==> config.mk <==
export PLATFORM = sky130hd
export DESIGN_NAME = debounce_scheduler
export DESIGN_NICKNAME = d
export VERILOG_FILES = /design/src/rtl/debounce_pkg.sv /design/src/rtl/debounce_rr_pick.sv /design/src/rtl/debounce_scheduler.sv
export SDC_FILE = /design/constraint.sdc
export NUM_CORES = 1
export LEC_CHECK = 0
export CAP_MARGIN = 20
export CORE_ASPECT_RATIO = 0.7
export CORE_MARGIN = 10
export CORE_UTILIZATION = 51
export DETAILED_ROUTE_END_ITERATION = 10
export HOLD_SLACK_MARGIN = 0.1
export PLACE_DENSITY = 0.7
export RECOVER_POWER = 100
export SYNTH_ARGS = -nofsm -noshare
export SYNTH_HDL_FRONTEND = slang
export SYNTH_HIERARCHICAL = 1
export SYNTH_SLANG_ARGS = --single-unit
==> constraint.sdc <==
create_clock -name clk -period 4.4 [get_ports clk]
set_input_delay 0.88 -clock clk [delete_from_list [all_inputs] [get_ports clk]]
set_output_delay 0.88 -clock clk [all_outputs]
set_load 0.1 [all_outputs]
==> src/rtl/debounce_pkg.sv <==
// Shared types and helpers for the time-shared button debounce scheduler.
package debounce_pkg;

  typedef enum logic [1:0] {
    S_IDLE   = 2'd0,
    S_COUNT  = 2'd1,
    S_COMMIT = 2'd2
  } state_t;

  localparam int DEFAULT_DEBOUNCE_CYCLES = 1000000;

  // Ceiling log2, usable in parameter expressions.
  function automatic int clog2(input int value);
    int r;
    r = 0;
    for (int i = 0; i < 31; i++) begin
      if ((1 << i) < value) r = i + 1;
    end
    return r;
  endfunction

endpackage

==> src/rtl/debounce_rr_pick.sv <==
// Combinational round-robin picker: first pending channel at or after rr_ptr, wrapping.
module debounce_rr_pick
  import debounce_pkg::*;
#(
  parameter int N_CH = 4,
  parameter int ID_W = clog2(N_CH)
) (
  input  logic [N_CH-1:0] pending,
  input  logic [ID_W-1:0] rr_ptr,
  output logic            grant_valid,
  output logic [ID_W-1:0] grant_id
);

  logic [ID_W-1:0] idx;

  // NOTE: every output of an always_comb gets a default first, so no path leaves it unassigned and no latch is inferred.
  always_comb begin
    grant_valid = 1'b0;
    grant_id    = '0;
    idx         = '0;
    for (int k = 0; k < N_CH; k++) begin
      idx = ID_W'((int'(rr_ptr) + k) % N_CH);
      if (!grant_valid && pending[idx]) begin
        grant_valid = 1'b1;
        grant_id    = idx;
      end
    end
  end

endmodule

==> src/rtl/debounce_scheduler.sv <==
// One debounce counter time-shared across N_CH synchronized buttons; commits
// the settled level and emits one-cycle rise/fall pulses per channel.
module debounce_scheduler
  import debounce_pkg::*;
#(
  parameter int N_CH            = 4,
  parameter int CNT_W           = 20,
  parameter int DEBOUNCE_CYCLES = DEFAULT_DEBOUNCE_CYCLES,
  localparam int ID_W           = clog2(N_CH)
) (
  input  logic            clk,
  input  logic            rst_n,
  input  logic [N_CH-1:0] sig_sync,
  input  logic [N_CH-1:0] sig_change,
  output logic [N_CH-1:0] stable,
  output logic [N_CH-1:0] rise_pulse,
  output logic [N_CH-1:0] fall_pulse,
  output logic            busy,
  output logic [ID_W-1:0] active_id
);

  localparam logic [CNT_W-1:0] TERMINAL = CNT_W'(DEBOUNCE_CYCLES - 1);
  localparam logic [ID_W-1:0]  LAST_ID  = ID_W'(N_CH - 1);

  state_t          state;
  logic [CNT_W-1:0] counter;
  logic [N_CH-1:0] pending;
  logic [N_CH-1:0] pending_next;
  logic [N_CH-1:0] set_mask;
  logic [N_CH-1:0] clr_mask;
  logic [ID_W-1:0] rr_ptr;
  logic [ID_W-1:0] grant_id;
  logic            grant_valid;
  logic            init_done;

  debounce_rr_pick #(
    .N_CH (N_CH),
    .ID_W (ID_W)
  ) u_pick (
    .pending     (pending),
    .rr_ptr      (rr_ptr),
    .grant_valid (grant_valid),
    .grant_id    (grant_id)
  );

  // An edge on the channel being counted restarts its count instead of queueing;
  // an edge coinciding with its own grant is absorbed by that grant.
  always_comb begin
    set_mask = sig_change;
    clr_mask = '0;
    if (state == S_COUNT) set_mask[active_id] = 1'b0;
    if (state == S_IDLE && grant_valid) clr_mask[grant_id] = 1'b1;
    pending_next = (pending | set_mask) & ~clr_mask;
  end

  // NOTE: sequential state uses non-blocking assignments so every register samples pre-edge values.
  always_ff @(posedge clk or negedge rst_n) begin
    if (!rst_n) begin
      state      <= S_IDLE;
      counter    <= '0;
      pending    <= '0;
      rr_ptr     <= '0;
      init_done  <= 1'b0;
      stable     <= '0;
      rise_pulse <= '0;
      fall_pulse <= '0;
      busy       <= 1'b0;
      active_id  <= '0;
    end else begin
      rise_pulse <= '0;
      fall_pulse <= '0;

      // The first edge after reset queues every channel so held buttons resolve.
      if (!init_done) begin
        init_done <= 1'b1;
        pending   <= '1;
      end else begin
        pending <= pending_next;
      end

      case (state)
        S_IDLE: begin
          if (grant_valid) begin
            active_id <= grant_id;
            counter   <= '0;
            state     <= S_COUNT;
            busy      <= 1'b1;
          end
        end

        S_COUNT: begin
          if (sig_change[active_id]) begin
            counter <= '0;
          end else if (counter == TERMINAL) begin
            state <= S_COMMIT;
          end else begin
            counter <= counter + CNT_W'(1);
          end
        end

        S_COMMIT: begin
          if (sig_sync[active_id] != stable[active_id]) begin
            stable[active_id] <= sig_sync[active_id];
            if (sig_sync[active_id]) rise_pulse[active_id] <= 1'b1;
            else                     fall_pulse[active_id] <= 1'b1;
          end
          rr_ptr <= (active_id == LAST_ID) ? '0 : active_id + ID_W'(1);
          state  <= S_IDLE;
          busy   <= 1'b0;
        end

        default: begin
          state <= S_IDLE;
          busy  <= 1'b0;
        end
      endcase
    end
  end

endmodule

== Word level (Yosys, flattened, before mapping) ==
Index checks and enable logic that the tools add are counted.

* Register bits after elaboration: 44
* Bits of input ports: 10
* Output and inout bits: 15
* Word-level logic and storage cells: 101

* $add $sub $neg: 5
* Magnitude comparators: 8
* Eq/ne operators: 9
* Mux-type cells: 47
* Bitwise operators: 6
* Reduce and logical (&&, ||, !) cells: 16

{| class="wikitable"
|+ Operator list
! operator !! count
|-
| two-way mux 20 bit || 3
|-
| case mux 20 bit (2 select lines) || 1
|-
| two-way mux 4 bit || 9
|-
| adder 20 x 1 -> 20 bit, second input constant || 1
|-
| equality test 20 bit, second input constant || 1
|-
| < comparator 2 x 3 -> 1 bit, second input constant || 6
|-
| two-way mux 2 bit || 8
|-
| binary-select mux 1 bit (select 2 bit) || 7
|-
| two-way mux 1 bit || 14
|-
| bitwise AND 4 bit || 2
|-
| inverter 4 bit || 2
|-
| logical AND 1 bit || 6
|-
| AND reduction 2 bit || 3
|-
| AND reduction 3 bit || 2
|-
| adder 2 x 1 -> 2 bit, second input constant || 2
|-
| adder 2 bit, second input constant || 2
|-
| bitwise mux 4 bit || 1
|-
| demux 1 bit (select 2 bit) || 2
|-
| equality test 2 bit, second input constant || 2
|-
| >= comparator 2 x 1 -> 1 bit, second input constant || 2
|-
| != test 2 bit, second input constant || 2
|-
| bitwise OR 4 bit || 1
|-
| case mux 2 bit (2 select lines) || 1
|-
| zero test 1 bit || 3
|-
| 8 further kinds || 8
|}

== Depth between registers and ports, before layout ==
* Depth after elaboration: 20
* Gate-level depth with buffers: 7

== By module ==
Netlist, hierarchy kept.

{| class="wikitable"
|+ By module, submodules not included
! module !! instances !! cells an instance !! area an instance (um2)
|-
| debounce_scheduler || 1 || 234 || 2234.6
|-
| debounce_rr_pick || 1 || 15 || 77.6
|}

== Worst setup path after synthesis ==
Ideal clock, no wire load.

* Kind: flip-flop to flip-flop
* From: reg active_id[0]
* To: reg counter[18]
* Library setup time: 66 ps
* Arrival time: 2453 ps
* Data required time: 4334 ps
* Path slack: 1881 ps
* Cell stages (with the launch flop): 6
* Path buffers: 1
* Cell sequence: dfrtp_1 > mux4_2 > nand2b_4 > buf_6 > or4_1 > nand2_1

* Longest elaborated chain between the ends: 4

{| class="wikitable"
|+ RTL lines
! element !! RTL line !! source
|-
| start, declared || debounce_scheduler.sv:19 || <nowiki>output logic [ID_W-1:0] active_id</nowiki>
|-
| start signal, assigned || debounce_scheduler.sv:84 || <nowiki>active_id <= grant_id;</nowiki>
|-
| binary-select mux 1 bit (select 2 bit) * || debounce_scheduler.sv:92 || <nowiki>if (sig_change[active_id]) begin</nowiki>
|-
| two-way mux 1 bit (not written as such) * || debounce_scheduler.sv:92 ||
|-
| != test 3 bit (no source line) / two-way mux 20 bit (equally long branches) || -- ||
|-
| AND reduction 3 bit (no source line) / case mux 20 bit (2 select lines) (equally long branches) || -- ||
|-
| end signal, assigned || debounce_scheduler.sv:97 || <nowiki>counter <= counter + CNT_W'(1);</nowiki>
|-
| end, declared || debounce_scheduler.sv:26 || <nowiki>logic [CNT_W-1:0] counter;</nowiki>
|}

Mark *: on every way between the ends. The rest lies on a longest branch, timed or not. The select of a mux whose other input is x is not followed.
A chain may end at the register's enable or synchronous reset.

== Worst setup path after layout ==
* From: in sig_change[3]
* To: reg counter[1]

* Longest elaborated chain between the ends: 4

{| class="wikitable"
|+ RTL lines
! element !! RTL line !! source
|-
| start, declared || debounce_scheduler.sv:14 || <nowiki>input logic [N_CH-1:0] sig_change,</nowiki>
|-
| binary-select mux 1 bit (select 2 bit) * || debounce_scheduler.sv:92 ||
|-
| two-way mux 1 bit (not written as such) * || debounce_scheduler.sv:92 ||
|-
| != test 3 bit (no source line) / two-way mux 20 bit (equally long branches) || -- ||
|-
| AND reduction 3 bit (no source line) / case mux 20 bit (2 select lines) (equally long branches) || -- ||
|}

Marks and branches as above.

==> summary.txt <==
Outcome
  – Outcome: complete, but fails checks
  – Failing checks: max-capacitance violations, max-slew violations

Global routing
  – First-pass GRT wire length: 8.64 mm
  – Initial antenna violation count: 0
  – Gr usage total: 0.136
  – Largest net degree at the start of global routing: 45
  – Global route overflow: 0
  – Vias in the first global route: 1729

Logic synthesis
  – FF+latch count, synth: 44
  – Syn Nets: 264
  – Post-synth top cells: dfrtp_1 (44), o21ai_0 (41), nand2_1 (24), a21oi_1 (20), inv_1 (15)
  – Number of synthesized flops with an enable pin: 0
  – Mapped Avg Cell Area: 9.29 um^2
  – Syn Std Cell Area: 0.00231 mm^2
  – Yosys top cell by area: dfrtp_1
  – Ys Warns: 6
  – Share of the synthesized area in the top cell type: 0.476
  – Sequential element share of the synthesized area: 0.476
  – Synth unique cells: 45
  – Most common flop cell mapped by yosys: dfrtp_1
  – Top-count cell post-synth: dfrtp_1
  – Mapped Cells: 249
  – Ys async rst share: 1.00
  – Top area cells in the synthesized netlist: dfrtp_1 (48%), o21ai_0 (8.9%), a21oi_1 (4.3%), nand2_1 (3.9%), ha_1 (2.7%)

Timing
  – Worst Skew: 9.97 ps
  – Final hold vios: 0
  – Worst-Margin Slew: 2320 ps
  – Crit path time final: 3090 ps
  – RSZ-0062 raised after global routing: no
  – Max transition margin: -0.547
  – Final Max Tran Viols: 45
  – Setup violators final: 0
  – Final hold slack: 489 ps
  – TNS Setup: 0 ps
  – Peak Freq: 0.324 GHz
  – Post-route clock period utilization: 0.701

Worst setup path
  – Critical path's top delay family: simple AND/OR/NAND/NOR gates
  – Critical Path AT: 3310 ps
  – CP Depth: 6
  – WP data required: 4630 ps
  – Kind of end point of the critical path: flop
  – Crit start category: input pin
  – CP max stage delay: 630 ps
  – Crit Path Max Fanout: 19
  – Crit path top cell by count: o21ai_0
  – R2R depth: 5
  – Buf+Inv Stages, Crit Path: 1
  – Crit Path Class: in -> reg
  – FF-to-FF setup slack: 1890 ps
  – Slowest cell on crit path: nor4_1
  – Crit path cell chain: dlygate4sd3_1 -> mux4_2 -> nand2b_1 -> nor4_1 -> o21ai_0 -> o21ai_0

Power
  – Part of the power in registers: 0.523
  – Logic pwr share: 0.040
  – Lkg Pwr: 0.00114 uW
  – Int Pwr: 619 uW
  – Clock network power share: 0.437
  – Net Sw Frac: 0.208
  – Sw Pwr: 162 uW
  – PD cells: 291 mW/mm^2
  – Worst VDD drop: 0.208 mV

Routing
  – Detail Route Antenna Nets: 0
  – Drt initial violations: 159
  – Number of remaining DRC errors: 0
  – Detail-routed via count per cell: 5.93
  – Drt first pass iters: 5
  – WL per Instance: 15.8 um
  – Final WL: 5.21 mm
  – Detailed-route via count: 1952

Floorplanning
  – Initial core utilization: 0.531
  – Die X: 100 um
  – Row count: 20
  – Die Span Y: 76.3 um
  – Die area: 0.00767 mm^2
  – Core area: 0.00435 mm^2
  – Num ports: 25

Flow run
  – Max_cap viols: 1

Clocking
  – Root Buffer: clkbuf_8
  – Clock transition at path regs: 80 ps
  – Cts bufs inserted: 5
  – Clock Tree Buf Depth: 2
  – Cts hold-fix bufs: 0
  – CTS H-Tree Depth: 2
  – Clk sinks: 44
  – Clk_lat worst skew: 300 ps
  – Setup repair bufs after CTS: 0
  – CTS tree: done
  – Cells resized by post-CTS repair: 0

Place
  – Placed inst area: 0.00258 mm^2
  – Dpl hpwl: 3.76 mm
  – Placed insts: 321
  – Final GP Congestion: 0.846
  – Buffers on Ports: 24

Hold path
  – Hold path depth: 1
  – Worst min path class: reg -> reg

Cells and area
  – Design Area, Final: 0.00268 mm^2
  – Finished Layout Cells: 329
  – Share of cells above drive strength 1: 0.0657
  – Area Growth Syn to Fin: 16.1%
  – N_diodes: 0
  – Final nets: 288
-- layout make-up --
cell class              count  area [um^2]
multi-input cells         180         1080
well taps                  55         68.8
repair buffers             26          245
fillers                   384         1670
inverters                  16         60.1
clock inverters             1         30.0
flip-flops and latches     44         1100
clock buffers               7         96.3
-- flip-flops by register name, indices dropped and copies added, names as in the netlist --
| name | cells |
|---|---|
| rise_pulse | 4 |
| init_done | 1 |
| active_id | 2 |
| pending | 4 |
| counter | 20 |
| busy | 1 |
| stable | 4 |
| rr_ptr | 2 |
| state | 2 |
| fall_pulse | 4 |
-- routing by layer --
layer  track usage  up-vias  wire (um)
met4        0.0408        0         45
li1              -      947          -
met3        0.0389        6        333
met1         0.210      935       2740
met5             0        -          0
met2         0.173       64       2090
-- placed cells by master (no fill, tap or decap), types with 3 or more instances in the layout --
master,n
a21oi_1,20
a41oi_1,3
and2_0,4
and3_1,4
clkbuf_8,7
clkdlybuf4s50_1,6
dfrtp_1,44
dlygate4sd3_1,17
ha_1,5
inv_1,15
nand2_1,24
nand2b_1,5
nand3_1,8
nand4_1,6
nor2_1,13
nor3_1,3
nor4_1,6
o21ai_0,42
o31ai_1,5
-- through the flow --
step | utilization | power (uW) | worst slack (ps)
detailed placement | 0.594 | 451 | 1640
global placement | 0.594 | 450 | 1670
CTS | 0.623 | 788 | 1470
finish | 0.616 | 782 | 1310
global route | 0.616 | 808 | 1060
floorplan | - | 432 | 1880
-- kinds of logic after synthesis --
family                   share of synthesized area
other                                      0.00162
multiplexers                                0.0352
flip-flops                                   0.476
adder cells (fa/ha/maj)                     0.0271
buffers and inverters                       0.0460
AO/OA/AOI/OAI                                0.193
AND/OR/NAND/NOR                              0.221
-- path summary, 6_finish.rpt --
kind,start,to
setup / recovery,sig_change[3],counter[1]
hold / removal,init_done,pending[1]
setup reg to reg,active_id[0],counter[1]
hold reg to reg,init_done,pending[1]
max in group asynchronous,rst_n,pending[2]
min in group asynchronous,rst_n,rise_pulse[3]
-- power by group through the flow --
stage | logic (uW) | registers, uW | clock network, uW
after floorplan | 15.8 | 417 | 0
after global placement | 33.2 | 417 | 0
after detailed placement | 34.0 | 417 | 0
after CTS | 33.8 | 409 | 345
after global routing | 36.2 | 409 | 362
final | 31.4 | 409 | 341
Power figures use the tool's default switching activity.
